## config.mk

```make
export PLATFORM = sky130hd
export DESIGN_NAME = lcd_text_ctrl_flat
export DESIGN_NICKNAME = d
export VERILOG_FILES = /design/src/rtl/lcd_text_ctrl_pkg.sv /design/src/rtl/lcd_text_ctrl_if.sv /design/src/rtl/lcd_text_ctrl_byte_fifo.sv /design/src/rtl/lcd_text_ctrl.sv /design/src/flat_wrapper.sv
export SDC_FILE = /design/constraint.sdc
export NUM_CORES = 1
export LEC_CHECK = 0
export CORE_ASPECT_RATIO = 1.25
export CORE_MARGIN = 2
export CORE_UTILIZATION = 55
export DETAILED_ROUTE_END_ITERATION = 7
export DONT_BUFFER_PORTS = 1
export PLACE_DENSITY_LB_ADDON = 0.3
export SLEW_MARGIN = 5
export SYNTH_ARGS = -nofsm -noshare
export SYNTH_HDL_FRONTEND = slang
export SYNTH_SLANG_ARGS = --single-unit
```

## constraint.sdc

```tcl
create_clock -name clk -period 5.58 [get_ports clk]
set_clock_uncertainty 0.15 [all_clocks]
set_input_delay 1.116 -clock clk [delete_from_list [all_inputs] [get_ports clk]]
set_output_delay 1.116 -clock clk [all_outputs]
set_load 0.005 [all_outputs]
```

## src/rtl/lcd_text_ctrl_pkg.sv

```systemverilog
//------------------------------------------------------------------------------
// lcd_pkg : HD44780 command/control-code constants, FSM states, transaction type
// Rev 1.0
//------------------------------------------------------------------------------
`default_nettype none

package lcd_pkg;

    localparam logic [7:0] FUNC_SET  = 8'h38;
    localparam logic [7:0] DISP_ON   = 8'h0C;
    localparam logic [7:0] CLEAR     = 8'h01;
    localparam logic [7:0] ENTRY     = 8'h06;
    localparam logic [7:0] SET_DDRAM = 8'h80;
    localparam logic [7:0] ROW1_BASE = 8'h40;

    localparam logic [7:0] CR        = 8'h0D;
    localparam logic [7:0] LF        = 8'h0A;
    localparam logic [7:0] BS        = 8'h08;
    localparam logic [7:0] FF        = 8'h0C;
    localparam logic [7:0] SPACE     = 8'h20;
    localparam logic [7:0] PRINT_LO  = 8'h20;
    localparam logic [7:0] PRINT_HI  = 8'h7E;

    localparam int COLS     = 16;
    localparam int COL_W    = $clog2(COLS);
    localparam int LIST_LEN = 4;

    typedef enum logic [2:0] {
        INIT   = 3'd0,
        IDLE   = 3'd1,
        DECODE = 3'd2,
        ISSUE  = 3'd3,
        WAIT   = 3'd4
    } state_t;

    typedef struct packed {
        logic       rs;
        logic [7:0] data;
    } xact_t;

    function automatic xact_t set_addr(input logic row, input logic [COL_W-1:0] col);
        xact_t x;
        x.rs   = 1'b0;
        x.data = SET_DDRAM | (row ? ROW1_BASE : 8'h00) | {{(8-COL_W){1'b0}}, col};
        return x;
    endfunction

endpackage

`default_nettype wire

```

## src/rtl/lcd_text_ctrl_if.sv

```systemverilog
//------------------------------------------------------------------------------
// lcd_text_ctrl_if : byte input from uart_rx, request/done bus to the LCD writer
// Rev 1.0
//------------------------------------------------------------------------------
`default_nettype none

interface lcd_text_ctrl_if;
    logic [7:0] rx_data;
    logic       rx_valid;
    logic       lcd_req;
    logic       lcd_rs;
    logic [7:0] lcd_byte;
    logic       lcd_done;
    logic       ready;
    logic       overflow;

    modport master (
        input  rx_data, rx_valid, lcd_done,
        output lcd_req, lcd_rs, lcd_byte, ready, overflow
    );

    modport slave (
        output rx_data, rx_valid, lcd_done,
        input  lcd_req, lcd_rs, lcd_byte, ready, overflow
    );
endinterface

`default_nettype wire

```

## src/rtl/lcd_text_ctrl_byte_fifo.sv

```systemverilog
//------------------------------------------------------------------------------
// byte_fifo : synchronous FIFO, first-word fall-through read, push+pop when full OK
// Rev 1.0
//------------------------------------------------------------------------------
`default_nettype none

module byte_fifo #(
    parameter int FIFO_DEPTH = 16,
    parameter int WIDTH      = 8
) (
    input  logic             clk,
    input  logic             reset,
    input  logic             push,
    input  logic             pop,
    input  logic [WIDTH-1:0] wr_data,
    output logic [WIDTH-1:0] rd_data,
    output logic             full,
    output logic             empty
);
    localparam int AW = $clog2(FIFO_DEPTH);

    logic [WIDTH-1:0] r_mem [FIFO_DEPTH];
    logic [AW-1:0]    r_wr_ptr;
    logic [AW-1:0]    r_rd_ptr;
    logic [AW:0]      r_count;
    logic             w_push;
    logic             w_pop;

    assign full    = (r_count == (AW+1)'(FIFO_DEPTH));
    assign empty   = (r_count == '0);
    assign w_pop   = pop && !empty;
    // A pop in the same cycle frees the slot, so a full FIFO still accepts the push.
    assign w_push  = push && (!full || w_pop);
    assign rd_data = r_mem[r_rd_ptr];

    always_ff @(posedge clk or posedge reset) begin
        if (reset) begin
            r_wr_ptr <= '0;
            r_rd_ptr <= '0;
            r_count  <= '0;
        end else begin
            if (w_push) r_wr_ptr <= r_wr_ptr + 1'b1;
            if (w_pop)  r_rd_ptr <= r_rd_ptr + 1'b1;
            case ({w_push, w_pop})
                2'b10:   r_count <= r_count + 1'b1;
                2'b01:   r_count <= r_count - 1'b1;
                default: r_count <= r_count;
            endcase
        end
    end

    always_ff @(posedge clk) begin
        if (w_push) r_mem[r_wr_ptr] <= wr_data;
    end

endmodule

`default_nettype wire

```

## src/rtl/lcd_text_ctrl.sv

```systemverilog
//------------------------------------------------------------------------------
// lcd_text_ctrl : buffers UART bytes, runs HD44780 init, maps bytes to LCD transactions
// Rev 1.0
//------------------------------------------------------------------------------
`default_nettype none

module lcd_text_ctrl
    import lcd_pkg::*;
#(
    parameter int FIFO_DEPTH = 16
) (
    input  logic                  clk,
    input  logic                  reset,
    lcd_text_ctrl_if.master       bus
);

    state_t           r_state;
    state_t           w_state_next;

    logic             w_fifo_full;
    logic             w_fifo_empty;
    logic [7:0]       w_fifo_data;
    logic             w_pop;

    logic [7:0]       r_byte;
    xact_t            r_list [LIST_LEN];
    logic [2:0]       r_len;
    logic [1:0]       r_idx;
    logic             r_upd;
    logic             r_new_row;
    logic [COL_W-1:0] r_new_col;
    logic             r_row;
    logic [COL_W-1:0] r_col;

    logic             r_req;
    logic             r_rs;
    logic [7:0]       r_data;
    logic             r_ready;
    logic             r_overflow;

    xact_t            w_dec [LIST_LEN];
    logic [2:0]       w_dec_len;
    logic             w_dec_upd;
    logic             w_dec_row;
    logic [COL_W-1:0] w_dec_col;
    logic [COL_W-1:0] w_bs_col;

    logic             w_start;
    logic             w_finish;
    logic             w_load;
    logic             w_set_ready;
    logic             w_last;
    xact_t            w_src;

    byte_fifo #(
        .FIFO_DEPTH (FIFO_DEPTH),
        .WIDTH      (8)
    ) u_fifo (
        .clk     (clk),
        .reset   (reset),
        .push    (bus.rx_valid),
        .pop     (w_pop),
        .wr_data (bus.rx_data),
        .rd_data (w_fifo_data),
        .full    (w_fifo_full),
        .empty   (w_fifo_empty)
    );

    assign bus.lcd_req  = r_req;
    assign bus.lcd_rs   = r_rs;
    assign bus.lcd_byte = r_data;
    assign bus.ready    = r_ready;
    assign bus.overflow = r_overflow;

    assign w_last   = (({1'b0, r_idx} + 3'd1) == r_len);
    assign w_bs_col = r_col - 1'b1;

    // Transaction list for the byte in r_byte at the current cursor.
    always_comb begin
        for (int i = 0; i < LIST_LEN; i++) w_dec[i] = '0;
        w_dec_len = 3'd0;
        w_dec_upd = 1'b0;
        w_dec_row = r_row;
        w_dec_col = r_col;
        if (r_byte >= PRINT_LO && r_byte <= PRINT_HI) begin
            w_dec[0]  = {1'b1, r_byte};
            w_dec_upd = 1'b1;
            if (r_col == COL_W'(COLS - 1)) begin
                w_dec_row = ~r_row;
                w_dec_col = '0;
                w_dec[1]  = set_addr(~r_row, '0);
                w_dec_len = 3'd2;
            end else begin
                w_dec_col = r_col + 1'b1;
                w_dec_len = 3'd1;
            end
        end else begin
            case (r_byte)
                CR: begin
                    w_dec[0]  = set_addr(r_row, '0);
                    w_dec_col = '0;
                    w_dec_upd = 1'b1;
                    w_dec_len = 3'd1;
                end
                LF: begin
                    w_dec[0]  = set_addr(~r_row, '0);
                    w_dec_row = ~r_row;
                    w_dec_col = '0;
                    w_dec_upd = 1'b1;
                    w_dec_len = 3'd1;
                end
                BS: begin
                    if (r_col != '0) begin
                        w_dec[0]  = set_addr(r_row, w_bs_col);
                        w_dec[1]  = {1'b1, SPACE};
                        w_dec[2]  = set_addr(r_row, w_bs_col);
                        w_dec_col = w_bs_col;
                        w_dec_upd = 1'b1;
                        w_dec_len = 3'd3;
                    end
                end
                FF: begin
                    w_dec[0]  = {1'b0, CLEAR};
                    w_dec_row = 1'b0;
                    w_dec_col = '0;
                    w_dec_upd = 1'b1;
                    w_dec_len = 3'd1;
                end
                default: begin
                end
            endcase
        end
    end

    always_ff @(posedge clk or posedge reset) begin
        if (reset) r_state <= INIT;
        else       r_state <= w_state_next;
    end

    always_comb begin
        w_state_next = r_state;
        w_pop        = 1'b0;
        w_start      = 1'b0;
        w_finish     = 1'b0;
        w_load       = 1'b0;
        w_set_ready  = 1'b0;
        w_src        = r_list[r_idx];
        case (r_state)
            INIT: begin
                w_start      = 1'b1;
                w_state_next = WAIT;
            end
            IDLE: begin
                if (!w_fifo_empty) begin
                    w_pop        = 1'b1;
                    w_state_next = DECODE;
                end
            end
            DECODE: begin
                w_load = 1'b1;
                if (w_dec_len == 3'd0) begin
                    w_state_next = IDLE;
                end else begin
                    // First entry goes straight out; the list registers load in parallel.
                    w_src        = w_dec[0];
                    w_start      = 1'b1;
                    w_state_next = WAIT;
                end
            end
            ISSUE: begin
                w_start      = 1'b1;
                w_state_next = WAIT;
            end
            WAIT: begin
                if (bus.lcd_done) begin
                    w_finish = 1'b1;
                    if (w_last) begin
                        w_set_ready  = 1'b1;
                        w_state_next = IDLE;
                    end else begin
                        w_state_next = ISSUE;
                    end
                end
            end
            default: w_state_next = INIT;
        endcase
    end

    // The list reset value is the power-up sequence, so INIT reuses ISSUE/WAIT.
    always_ff @(posedge clk or posedge reset) begin
        if (reset) begin
            r_list[0]  <= {1'b0, FUNC_SET};
            r_list[1]  <= {1'b0, DISP_ON};
            r_list[2]  <= {1'b0, CLEAR};
            r_list[3]  <= {1'b0, ENTRY};
            r_len      <= 3'd4;
            r_idx      <= 2'd0;
            r_upd      <= 1'b0;
            r_new_row  <= 1'b0;
            r_new_col  <= '0;
            r_row      <= 1'b0;
            r_col      <= '0;
            r_byte     <= 8'h00;
            r_req      <= 1'b0;
            r_rs       <= 1'b0;
            r_data     <= 8'h00;
            r_ready    <= 1'b0;
            r_overflow <= 1'b0;
        end else begin
            if (w_start) begin
                r_req  <= 1'b1;
                r_rs   <= w_src.rs;
                r_data <= w_src.data;
            end else if (w_finish) begin
                r_req  <= 1'b0;
            end
            if (w_finish) begin
                r_idx <= r_idx + 1'b1;
                if (r_idx == 2'd0 && r_upd) begin
                    r_row <= r_new_row;
                    r_col <= r_new_col;
                end
            end
            if (w_load) begin
                r_list    <= w_dec;
                r_len     <= w_dec_len;
                r_idx     <= 2'd0;
                r_upd     <= w_dec_upd;
                r_new_row <= w_dec_row;
                r_new_col <= w_dec_col;
            end
            if (w_set_ready) r_ready <= 1'b1;
            if (w_pop)       r_byte  <= w_fifo_data;
            if (bus.rx_valid && w_fifo_full && !w_pop) r_overflow <= 1'b1;
        end
    end

endmodule

`default_nettype wire
```

## src/flat_wrapper.sv

```systemverilog
// flat-port wrapper written by rule: the top's interface ports become plain ports
module lcd_text_ctrl_flat import lcd_pkg::*;
#(
    parameter int FIFO_DEPTH = 16
)
  (clk, reset, bus_rx_data, bus_rx_valid, bus_lcd_done, bus_lcd_req, bus_lcd_rs, bus_lcd_byte, bus_ready, bus_overflow);
  lcd_text_ctrl_if bus_i ();
  input  logic clk;
  input  logic reset;
  input wire logic [$bits(bus_i.rx_data)-1:0] bus_rx_data;
  input wire logic [$bits(bus_i.rx_valid)-1:0] bus_rx_valid;
  input wire logic [$bits(bus_i.lcd_done)-1:0] bus_lcd_done;
  output wire logic [$bits(bus_i.lcd_req)-1:0] bus_lcd_req;
  output wire logic [$bits(bus_i.lcd_rs)-1:0] bus_lcd_rs;
  output wire logic [$bits(bus_i.lcd_byte)-1:0] bus_lcd_byte;
  output wire logic [$bits(bus_i.ready)-1:0] bus_ready;
  output wire logic [$bits(bus_i.overflow)-1:0] bus_overflow;
  assign bus_i.rx_data = bus_rx_data;
  assign bus_i.rx_valid = bus_rx_valid;
  assign bus_i.lcd_done = bus_lcd_done;
  assign bus_lcd_req = bus_i.lcd_req;
  assign bus_lcd_rs = bus_i.lcd_rs;
  assign bus_lcd_byte = bus_i.lcd_byte;
  assign bus_ready = bus_i.ready;
  assign bus_overflow = bus_i.overflow;
  lcd_text_ctrl #(.FIFO_DEPTH(FIFO_DEPTH)) u_core (.clk(clk), .reset(reset), .bus(bus_i));
endmodule
```

; Word-level counts from Yosys, hierarchy flattened
; Memories as Yosys holds them, arrays and structs flattened. A register that Yosys moved wholly into a read port is not among the register bits.
; Cells that the tools add are included.
[word_totals]
reg_bits = 73
ram_bits = 128
inputBits = 12
out_inout_bits = 12
n_memories = 1
[classes]
add_sub_neg = 8
magnitude_cmp = 3
n_eq_ne = 15
muxes = 49
bitwise_logic = 3
reduce_logical = 22
[mem_list]
columns = memory, depth, word_bits, read_ports, rd_clocked_by_memory_dff, write_ports, line
row1 = u_core.u_fifo.r_mem, 16, 8, 1, 1, 1, lcd_text_ctrl_byte_fifo.sv:22  ; logic [WIDTH-1:0] r_mem [FIFO_DEPTH];
[ops]
columns = op, count
row1 = $mux W9, 5
row2 = $mux W18, 2
row3 = $eq A8 B4 Y1 const B, 4
row4 = $pmux W8 S4, 1
row5 = $mux W26, 1
row6 = $bmux W9 S2, 1
row7 = $mux W1, 17
row8 = $mux W7, 2
row9 = $add A4 B1 Y4 const B, 3
row10 = $mux W3, 4
row11 = $mux W4, 3
row12 = $pmux W3 S4, 1
row13 = $mux W2, 5
row14 = $pmux W5 S2, 1
row15 = $ge A8 B6 Y1 const B, 1
row16 = $le A8 B7 Y1 const B, 1
row17 = $mux W8, 1
row18 = $or A8 B4 Y8, 1
row19 = $pmux W4 S2, 1
row20 = $eq A3 B2 Y1 const B, 2
row21 = $logic_and A1 B1 Y1, 6
row22 = $logic_not A3 Y1, 2
row23 = $pmux W1 S2, 3
row24 = $pmux W3 S2, 1
row25 = other kinds (25), 31

; Logic depth before layout (Yosys ltp)
; Gate-level depths: netlist of run 1.
[logic_depth]
ltp_word = 8
depth_mapped = 11

; Modules after synthesis
; A second synthesis of run 1 with hierarchy kept.
[unflattened]
hier_cells = 610
hier_area_um2 = 8754.6
[by_module_without_submodules]
columns = module, n_inst, cells_each, area_each_um2, seq_area_each_um2
row1 = byte_fifo, 1, 298, 5754.3, 4169.0
row2 = lcd_text_ctrl, 1, 312, 3000.4, 1407.6

; Worst setup path after synthesis of run 1
; Ideal clock, no wire load.
[synth_timing]
path_kind = input port to flip-flop
from = in bus_rx_valid
to = reg u_core.u_fifo.r_count[4]
setup_time_ps = 123
arrival_ps = 2957
required_ps = 5307
slack_ps = 2351
cell_stages = 10
n_path_buf = 0
cell_sequence = inv_1 a31oi_2 inv_1 ha_1 fa_1 a21o_1 a21oi_1 xor2_1 nor2_1 xnor2_1
[synth_via]
elab_chain_cells = 3
[synth_rtl]
columns = element, line
row1 = start: declaration, flat_wrapper.sv:11  ; input wire logic [$bits(bus_i.rx_valid)-1:0] bus_rx_valid;
row2 = $logic_and A1 B1 Y1 (*), lcd_text_ctrl_byte_fifo.sv:33  ; assign w_push = push && (!full || w_pop);
row3 = $eq A2 B1 Y1 / $eq A2 B2 Y1 (equally long branches), lcd_text_ctrl_byte_fifo.sv:44  ; case ({w_push, w_pop})
row4 = $pmux W5 S2 / $reduce_bool A2 Y1 (equally long branches), -
row5 = end signal: assignment, lcd_text_ctrl_byte_fifo.sv:45  ; 2'b10: r_count <= r_count + 1'b1;
row6 = end signal: assignment, lcd_text_ctrl_byte_fifo.sv:46  ; 2'b01: r_count <= r_count - 1'b1;
row7 = end signal: assignment, lcd_text_ctrl_byte_fifo.sv:47  ; default: r_count <= r_count;
row8 = end: declaration, lcd_text_ctrl_byte_fifo.sv:25  ; logic [AW:0] r_count;
; Mark *: on every way between the ends. The rest lies on a longest branch, timed or not.
; A chain may end at the register's enable or synchronous reset.

; Worst setup path in the final report of run 1
[layout_timing]
from = reg u_core.u_fifo.r_count[1]
to = reg u_core.u_fifo.r_count[4]
[layout_via]
elab_chain_cells = 8
[layout_rtl]
columns = element, line
row1 = $logic_not A5 Y1, lcd_text_ctrl_byte_fifo.sv:30  ; assign empty = (r_count == '0);
row2 = $mux W1, lcd_text_ctrl.sv:154  ; if (!w_fifo_empty) begin
row3 = $mux W1, lcd_text_ctrl.sv:148  ; case (r_state)
row4 = $logic_and A1 B1 Y1, lcd_text_ctrl_byte_fifo.sv:31  ; assign w_pop = pop && !empty;
row5 = $logic_or A1 B1 Y1, lcd_text_ctrl_byte_fifo.sv:33
row6 = $logic_and A1 B1 Y1, lcd_text_ctrl_byte_fifo.sv:33
row7 = $eq A2 B1 Y1 / $eq A2 B2 Y1 (equally long branches), lcd_text_ctrl_byte_fifo.sv:44
row8 = $pmux W5 S2 / $reduce_bool A2 Y1 (equally long branches), -
; Parallel ways exist; a longest one is shown, timed or not.

==> results of run 1 <==
## flip-flops by register name (all words and copies together) (netlist names)
name,count
u_core.bus.overflow,1
u_core.r_new_row,1
u_core.r_row,1
u_core.r_len,2
u_core.u_fifo.r_wr_ptr,4
u_core.r_new_col,4
u_core.r_state,3
u_core.u_fifo.r_count,5
u_core.u_fifo.r_rd_ptr,4
u_core.bus.lcd_rs,1
u_core.r_upd,1
u_core.u_fifo.r_mem,128
u_core.bus.lcd_byte,8
u_core.bus.ready,1
u_core.r_list,18
u_core.r_idx,2
u_core.r_col,4
u_core.bus.lcd_req,1
u_core.r_byte,8
## routing by layer
layer,track usage [%],wire length [µm],up-vias
li1,-,-,2231
met1,24.50,6545,2416
met2,38.78,8943,96
met3,4.555,569,32
met4,9.461,463,0
met5,0,0,-
## critical path, stage by stage, from the launching register on
cell,delay (ns)
dfrtp_1,0.42
nor4_1,0.65
a21o_1,0.54
inv_1,0.21
ha_1,0.32
fa_1,0.43
a21o_1,0.20
a21oi_1,0.17
xor2_1,0.15
nor2_1,0.06
xnor2_1,0.12
## logic make-up after synthesis
group | synth area share (%)
AO/OA/AOI/OAI | 8.668
XOR/XNOR | 1.736
adder cells (fa/ha/maj) | 2.422
buffers and inverters | 2.656
flip-flops | 65.04
multiplexers | 11.70
AND/OR/NAND/NOR | 7.778
## worst min-delay path by stage
stage | slack, ns | from | cells after the start | endpoint
floorplan | 0.28 | u_core.r_list[9] | 2 | u_core.r_list[9]
global placement | 0.30 | u_core.r_list[9] | 2 | u_core.r_list[9]
detailed placement | 0.30 | u_core.r_list[9] | 2 | u_core.r_list[9]
CTS | 0.31 | u_core.r_list[9] | 2 | u_core.r_list[9]
global route | 0.34 | u_core.r_list[29] | 2 | u_core.r_list[29]
finish | 0.31 | u_core.r_list[9] | 2 | u_core.r_list[9]
## through the flow
step	cell area (µm²)	hold WS, ns
4_1_cts	9346	0.3120
3_3_place_gp	8785	0.2963
2_1_floorplan	8574	0.2845
6_report	9346	0.3099
3_5_place_dp	8785	0.3011
5_1_grt	9346	0.3449
## Yosys cell counts (9+ instances only)
cell        n  area [µm²]
ha_1       15       187.7
a31oi_1     9       56.30
clkbuf_1   21       78.83
nand2_1    50       187.7
a21o_1      9       67.56
nor3_1     18       90.09
o21ai_0    24       120.1
a21oi_1    16       80.08
dfrtp_1    64        1602
xnor2_1    12       105.1
nand3_1     9       45.04
mux2_2     10       112.6
edfxtp_1  128        3844
mux2i_1    17       170.2
nor2_1     23       86.33
inv_1      24       90.09
mux4_2     32       720.7
## power groups by stage
| stage | clock network [mW] | logic [mW] | registers [mW] |
|---|---|---|---|
| 6_report | 1.17 | 1.49 | 2.23 |
| 5_1_grt | 1.24 | 1.65 | 2.27 |
| 3_3_place_gp | 0 | 1.47 | 2.23 |
| 2_1_floorplan | 0 | 1.31 | 2.05 |
| 4_1_cts | 1.19 | 1.51 | 2.22 |
| 3_5_place_dp | 0 | 1.50 | 2.25 |
## layout make-up
cell class	instances	area (µm²)	area share [%]
repair buffers	10	75.07	0.8032
flip-flops and latches	197	5579	59.69
inverters	24	90.09	0.9639
clock inverters	14	132.6	1.419
well taps	212	265.3	2.838
multi-input cells	332	2775	29.69
clock buffers	18	429.2	4.592
==> metrics.md, run 1 <==
| Metric | Value |
|---|---|
| GR Util All Layers | 21.52% |
| Largest net degree at the start of global routing | 37 |
| Pins Over Slew Limit | 0 |
| DRC errors left | 0 |
| GP Congestion | between 0.8 and 0.9 |
| Unrepaired setup endpoints after global routing | no |
| Pwr dens | 523.1 nW/µm² |
| Synth warn | 0 |
| Grt ovf | 0 |
| Sink Count | just under 200 |
| Most common cell after layout, fill and taps aside | edfxtp_1 |
| Global-route wire length before repair | 26340 µm |
| Max clock buf depth | 2 |
| CP endpoint kind | register |
| Cell area after synthesis | 8574 µm² |
| Overall Power | 4.889 mW |
| EDFF count, synth | approximately 130 |
| DR pass1 iterations | 4 |
| Cells after Synth | 584 |
| DR WL/cell | slightly above 20 µm |
| Total of max-cap violations | 0 |
| Minimum clock period | about 3.5 ns |
| Max H-tree Level | 4 |
| Die W | ~120 µm |
| Sw power | about 1.7 mW |
| Top FF cell, synth | edfxtp_1 |
| Setup-failing EPs final | 0 |
| Fraction of final layout cells sized beyond drive strength 1 | around 17% |
| Synth Net Count | 612 |
| CP startpoint kind | register |
| # resized after CTS | 0 |
| Non-filler instance count after layout | between 800 and 900 |
| Post-CTS Setup Inserts | 0 |
| Ys async rst share | about a third |
| Setup TNS | 0 ns |
| Seq/Total Area, Yosys | about two thirds |
| Hold Crit Class | register to register |
| Die Ht | 143.6 µm |
| Vias in the first global route | between 4000 and 5000 |
| CP required | roughly 5.8 ns |
| Layout Utilization | ~61% |
| Detailed-route wire length | 16520 µm |
| Ports | 24 |
| Endpoints failing hold | 0 |
| Register share of total power | a little under half |
| Maximum VDD drop | roughly 0.00028 V |
| Cells after DPL | ~780 |
| Commonest cells after routing, fill and taps aside | edfxtp_1, dfrtp_1, nand2_1, mux4_2, o21ai_0 |
| Hold_buf cts | 0 |
| CTS buffer count | 17 |
| IO buf count | 0 |
| R2R Setup Slk | between 2 and 2.5 ns |
| Setup crit end | u_core.u_fifo.r_count[4] |
| Clk root buf | clkbuf_16 |
| Area delta synth->final | 9.003% |
| Diode count | 0 |
| Worst-path clk slew | 0.07 ns |
| Crit Path Class | register to register |
| TritonCTS clock tree | done |
| Antenna violations before repair | 0 |
| Core Box Area | 15440 µm² |
| Switching Share | a little over a third |
| Clock latency at the later pin of the worst-skew pair | between 0.4 and 0.5 ns |
| Setup crit start | u_core.u_fifo.r_count[1] |
| Maximum fanout along the worst path | 18 |
| Reg-to-reg startpoint | u_core.u_fifo.r_count[1] |
| #FFs+latches synth | between 150 and 200 |
| Final nets | 610 |
| Fmax | between 200 and 300 MHz |
| Max-slew headroom | between 20% and 30% |
| Reg2reg end | u_core.u_fifo.r_count[4] |
| Die Area | around 17000 µm² |
| Setup ws final | a little over 2 ns |
| Tcrit/Tclk final | between 60% and 70% |
| Clock power share | around a quarter |
| Post-Place Worst Slack | 2.037 ns |
| Post-DP HPWL | 11270 µm |
| Leak | between 3 and 4 nW |
| Initial core utilization | between 50% and 60% |
| Via count | between 4000 and 5000 |
| Row cnt | 51 |
| Combinational power share | between 30% and 40% |
| Number of fill cells | 1187 |
| Mean Syn Cell Area | between 10 and 15 µm² |
| DR vias/cell | slightly below 6 |
| Critical Path AT | between 3 and 4 ns |
| Status | finished clean |
| Least-Margin Pin Slew | roughly 1.1 ns |
| DRT antenna net count | 0 |
| FF-to-FF path depth | 10 |
| Pint | between 3 and 4 mW |
| DR iter-0 viols | about 310 |
| Netlist cell types | 63 |
Note: power is estimated with default switching activity, not from simulation.
==> run 2: changes to the inputs <==
clock period = 2.95 ns   (was 5.58 ns; I/O delays follow)
==> run 2 against run 1 <==
Compared with the run above:
- flip-flop and latch count unchanged
- power up 94%
- combinational power rose by 110%
==> metrics.md, run 2 (synthesis results as in run 1) <==
| Metric | Value |
|---|---|
| Cells after DPL | around 800 |
| GP Congestion | 0.9150 |
| Initial core utilization | 55.53% |
| Status | finished clean |
| Max H-tree Level | 4 |
| CP cell instances | or3b_2 -> a31oi_4 -> inv_1 -> ha_2 -> fa_2 -> a21o_1 -> a21oi_1 -> xor2_1 -> nor2_1 -> xnor2_1 |
| Clk root buf | clkbuf_16 |
| Worst path max stage delay | around 0.54 ns |
| Maximum VDD drop | approximately 0.00050 V |
| Most flops, register | u_core.u_fifo.r_mem |
| Diode count | 0 |
| Crit path max-delay family | adder cells |
| Least-Margin Pin Slew | 0.7090 ns |
| Reg2reg end | u_core.u_fifo.r_count[4] |
| Endpoints failing hold | 0 |
| Fmax | approximately 360 MHz |
| Minimum clock period | around 2.7 ns |
| Max reg flops | 128 |
| Via count | 4923 |
| Global-route wire length before repair | 27230 µm |
| CP startpoint kind | register |
| Final nets | 635 |
| CP required | 3.12 ns |
| Total of max-cap violations | 0 |
| Layout Utilization | 62.23% |
| Grt ovf | 0 |
| Crit Path Class | register to register |
| Die Area | between 15000 and 20000 µm² |
| Pins Over Slew Limit | 0 |
| DR iter-0 viols | 331 |
| Hold Crit Class | primary input to register |
| Hold Path Origin | bus_rx_data[2] |
| Max-slew headroom | between 50% and 60% |
| Max clock buf depth | 2 |
| CP endpoint kind | register |
| Ports | 24 |
| Post-Place Worst Slack | around 0.1 ns |
| Critical Path AT | between 2 and 3 ns |
| Die Ht | 143.6 µm |
| Core Box Area | roughly 15000 µm² |
| IO buf count | 0 |
| CP Buf/Inv Count | 1 |
| Clock latency at the later pin of the worst-skew pair | 0.44 ns |
| Pwr dens | just under 1000 nW/µm² |
| Slowest cell on the critical path | or3b_2 |
| Area delta synth->final | 12.07% |
| Overall Power | between 9 and 10 mW |
| GR Util All Layers | ~22% |
| DRC errors left | 0 |
| Setup TNS | 0 ns |
| Vias in the first global route | between 5000 and 6000 |
| Maximum fanout along the worst path | 5 |
| Biggest regs | u_core.u_fifo.r_mem (128), u_core.r_list (18) |
| Number of fill cells | about 1200 |
| Reg-to-reg startpoint | u_core.r_state[2] |
| DR pass1 iterations | 5 |
| Sink Count | 197 |
| Pint | 6.156 mW |
| Clock power share | around a quarter |
| Combinational power share | around a third |
| R2R Setup Slk | approximately 0.20 ns |
| DR WL/cell | 20.25 µm |
| CTS buffer count | 17 |
| FF-to-FF path depth | 10 |
| Stages on worst setup path | 10 |
| TritonCTS clock tree | done |
| Switching Share | approximately a third |
| Most common cell after layout, fill and taps aside | edfxtp_1 |
| Worst-path clk slew | around 0.080 ns |
| DRT antenna net count | 0 |
| Post-DP HPWL | 11620 µm |
| Leak | 3.504 nW |
| Detailed-route wire length | 16840 µm |
| Tcrit/Tclk final | a little over 90% |
| Setup ws final | 0.2011 ns |
| WHS Endpoint | u_core.u_fifo.r_mem[8][2] |
| Die W | 115.7 µm |
| Non-filler instance count after layout | around 830 |
| Fraction of final layout cells sized beyond drive strength 1 | between 20% and 30% |
| Sw power | 3.306 mW |
| Hold Path Depth | 0 |
| Largest net degree at the start of global routing | 51 |
| Register share of total power | between 40% and 50% |
| Row cnt | between 50 and 60 |
| Setup-failing EPs final | 0 |
| Antenna violations before repair | 0 |
| Unrepaired setup endpoints after global routing | no |
| DR vias/cell | between 5 and 6 |
| Commonest cells after routing, fill and taps aside | edfxtp_1, dfrtp_1, nand2_1, mux4_2, buf_4 |
run 2: through the flow:
step / instance area, µm² / hold WS [ns]
floorplan: 8598 / 0.2845
global placement: 9025 / 0.3007
detailed placement: 9025 / 0.3001
CTS: 9604 / 0.08139
global route: 9609 / 0.07295
finish: 9609 / 0.09356
run 2: repair_timing:
item | 4_1_cts | 5_1_grt
buffers inserted | 0 | 0
endpoints found under the setup margin | 0 | 1
resized for setup | 0 | 2
endpoints found under the hold margin | 19 | 0
hold buffers | 1 | 0
run 2: worst max-delay path by stage:
stage	start	endpoint	slack, ns
3_5_place_dp	u_core.r_state[2]	u_core.u_fifo.r_count[4]	0.1
3_3_place_gp	u_core.r_state[2]	u_core.u_fifo.r_count[4]	0.17
6_report	u_core.r_state[2]	u_core.u_fifo.r_count[4]	0.20
4_1_cts	u_core.r_state[2]	u_core.u_fifo.r_count[4]	0.07
5_1_grt	u_core.r_state[2]	u_core.u_fifo.r_count[4]	0.06
2_1_floorplan	u_core.u_fifo.r_count[1]	u_core.u_fifo.r_count[4]	0.007
run 2: worst register-to-register path, cell delays in order (launching register included):
cell     delay (ns)
dfrtp_1        0.38
or3b_2         0.54
a31oi_4        0.17
inv_1          0.09
ha_2           0.24
fa_2           0.37
a21o_1         0.19
a21oi_1        0.17
xor2_1         0.16
nor2_1         0.06
xnor2_1        0.12
run 2: power by group through the flow:
stage	Sequential, mW	Clock, mW	Combinational [mW]
after detailed placement	4.15	0	3.14
after global placement	4.10	0	3.04
after global routing	4.18	2.37	3.49
after floorplan	3.88	0	2.48
final	4.09	2.21	3.16
after CTS	4.09	2.25	3.18
run 2: area by class of cell:
| class | instances | area (µm²) | area share (%) |
|---|---|---|---|
| Tap cell | 212 | 265.3 | 2.760 |
| Multi-Input combinational cell | 332 | 2804 | 29.18 |
| Sequential cell | 197 | 5578 | 58.05 |
| Clock inverter | 14 | 140.1 | 1.458 |
| Inverter | 24 | 90.09 | 0.9375 |
| Clock buffer | 18 | 429.2 | 4.466 |
| Timing Repair Buffer | 35 | 302.8 | 3.151 |
run 2: routing by layer:
| metal | share of wire (%) | vias up | routed length, µm | track usage [%] |
|---|---|---|---|---|
| met2 | 57 | 105 | 9624 | 41.09 |
| li1 | - | 2275 | - | - |
| met1 | 39 | 2522 | 6503 | 24.74 |
| met3 | 2.9 | 21 | 485 | 4.471 |
| met5 | 0 | - | 0 | 0 |
| met4 | 1.4 | 0 | 230 | 7.644 |
==> run 3: changes to the inputs <==
CORE_MARGIN = unset   (was 2)
clock period = 3 ns   (was 2.95 ns; I/O delays follow)
==> run 3 against run 2 <==
Compared with the run above:
- first-iteration DRC count down 2.7%
- power is 1.4% lower
- sequential power fell by 2%
- combinational power down 3%
- die area is 3.1% lower
- clock-buffer cell count stayed put
- utilization up 1.4 points
- critical path depth stayed put
- non-clock buffer count fell by 5
- clock power grew 3%
- maximum frequency decreased by 2.3%
- global-route usage is 0.59 points higher
==> metrics.md, run 3 (synthesis results as in run 1) <==
| Metric | Value |
|---|---|
| Commonest cells after routing, fill and taps aside | edfxtp_1, dfrtp_1, nand2_1, mux4_2, buf_4 |
| Max clock buf depth | 2 |
| Most common cell after layout, fill and taps aside | edfxtp_1 |
| Met3 wire len | between 400 and 500 µm |
| Core Box Area | around 15000 µm² |
| Pins Over Slew Limit | 0 |
| Setup-failing EPs final | 0 |
| Final nets | 630 |
| Biggest regs | u_core.u_fifo.r_mem (128), u_core.r_list (18) |
| Register Area | between 5000 and 6000 µm² |
| Hold Crit Class | primary input to register |
| TritonCTS clock tree | done |
| DR iter-0 viols | 322 |
| Post-Place Worst Slack | approximately 0.12 ns |
| Total of max-cap violations | 0 |
| Clock latency at the later pin of the worst-skew pair | 0.44 ns |
| Reg2reg end | u_core.u_fifo.r_count[4] |
| Non-filler instance count after layout | roughly 800 |
| Most flops, register | u_core.u_fifo.r_mem |
| Post-DP HPWL | 11140 µm |
| Hold WS | about 0.1 ns |
| Setup crit start | u_core.r_state[2] |
| Endpoints failing hold | 0 |
| Cells after DPL | 790 |
| CP required | 3.17 ns |
| Global-route wire length before repair | 26680 µm |
| DR WL/cell | between 15 and 20 µm |
| Detailed-route wire length | between 15000 and 20000 µm |
| Maximum fanout along the worst path | 5 |
| IO buf count | 0 |
| Status | finished clean |
| Max-slew headroom | 29.74% |
| Critical Path AT | around 3.0 ns |
| Area of the multi-input gates | around 2800 µm² |
| Grt ovf | 0 |
| Row cnt | 50 |
| R2R Setup Slk | approximately 0.19 ns |
| Leak | approximately 3.5 nW |
| DRC errors left | 0 |
| Setup crit end | u_core.u_fifo.r_count[4] |
| Vias in the first global route | 5019 |
| Post-CTS Setup Inserts | 0 |
| Die Area | around 16000 µm² |
| Clk root buf | clkbuf_16 |
| Max H-tree Level | 4 |
| Reg-to-reg startpoint | u_core.r_state[2] |
| Max reg flops | between 100 and 150 |
| DRT antenna net count | 0 |
| Fraction of final layout cells sized beyond drive strength 1 | just under 20% |
| Antenna violations before repair | 0 |
| Die Ht | 141.6 µm |
| Worst-path clk slew | 0.08 ns |
| Maximum VDD drop | slightly below 0.0006 V |
| Unrepaired setup endpoints after global routing | no |
| Area delta synth->final | 11.86% |
| Number of fill cells | around 1100 |
| GP Congestion | roughly 0.85 |
| DR vias/cell | slightly below 6 |
| Tcrit/Tclk final | roughly 94% |
| Initial core utilization | 56.87% |
| Setup TNS | 0 ns |
| Largest net degree at the start of global routing | 62 |
| Ports | 24 |
| FF-to-FF path depth | 10 |
| CP endpoint kind | register |
| CTS buffer count | 17 |
| CP startpoint kind | register |
| Fmax | roughly 360 MHz |
| Uppermost routed layer | met4 |
| Least-Margin Pin Slew | about 1.1 ns |
| Diode count | 0 |
| Pwr dens | 972.6 nW/µm² |
| Crit Path Class | register to register |
| DRT met1 WL | about 6400 µm |
| Sink Count | roughly 200 |
| Die W | 113.7 µm |
| Via count | 4827 |
| Minimum clock period | around 2.8 ns |
| Setup ws final | approximately 0.19 ns |
| GR Util All Layers | between 20% and 30% |
| DR pass1 iterations | 5 |
| Met2 WL | just over 9000 µm |
-- run 3: layer usage --
metal / vias up / global-route usage (%)
met5: - / 0
met4: 0 / 8.587
met3: 27 / 4.955
met2: 85 / 41.75
met1: 2445 / 25.25
li1: 2270 / -
-- run 3: metrics by stage --
| step | cell area (µm²) | total power [mW] | utilization (%) |
|---|---|---|---|
| floorplan | 8598 | 6.261 | - |
| global placement | 8970 | 6.964 | 59.49 |
| detailed placement | 8970 | 7.079 | 59.49 |
| CTS | 9585 | 9.381 | 63.58 |
| global route | 9592 | 9.855 | 63.62 |
| finish | 9592 | 9.329 | 63.62 |
-- run 3: layout make-up --
class,instances,share of cell area (%)
Clock buffer,18,4.474
Clock inverter,14,1.839
Inverter,24,0.9392
Multi-Input combinational cell,332,29.25
Sequential cell,197,58.15
Tap cell,208,2.713
Timing Repair Buffer,30,2.635
-- run 3: how the worst min path moves through the flow --
stage	slack (ns)	from	end	cells after the start
floorplan	0.28	u_core.r_list[9]	u_core.r_list[9]	2
global placement	0.26	reset	u_core.u_fifo.r_count[0]	1
detailed placement	0.26	reset	u_core.u_fifo.r_count[3]	1
CTS	0.08	bus_rx_data[0]	u_core.u_fifo.r_mem[10][0]	0
global route	0.07	bus_rx_data[0]	u_core.u_fifo.r_mem[10][0]	0
finish	0.10	bus_rx_data[7]	u_core.u_fifo.r_mem[8][7]	0
-- run 3: repair_timing --
action | CTS | global route
gates resized for setup | 0 | 2
setup endpoints to repair | 0 | 1
hold buffers | 1 | 0
endpoints found under the hold margin | 8 | 0
-- run 3: worst max-delay path: stages, from the launching register on --
cell	delay, ns
dfrtp_1	0.38
or3b_2	0.55
a31oi_4	0.21
inv_1	0.08
ha_2	0.23
fa_1	0.41
a21o_1	0.21
a21oi_2	0.14
xor2_1	0.15
nor2_1	0.06
xnor2_1	0.12
-- run 3: power by group --
part	switching (mW)	internal, mW	total, mW
Combinational	1.63	1.42	3.05
Sequential	0.518	3.47	3.99
Clock	1.08	1.20	2.28
Total	3.23	6.10	9.33
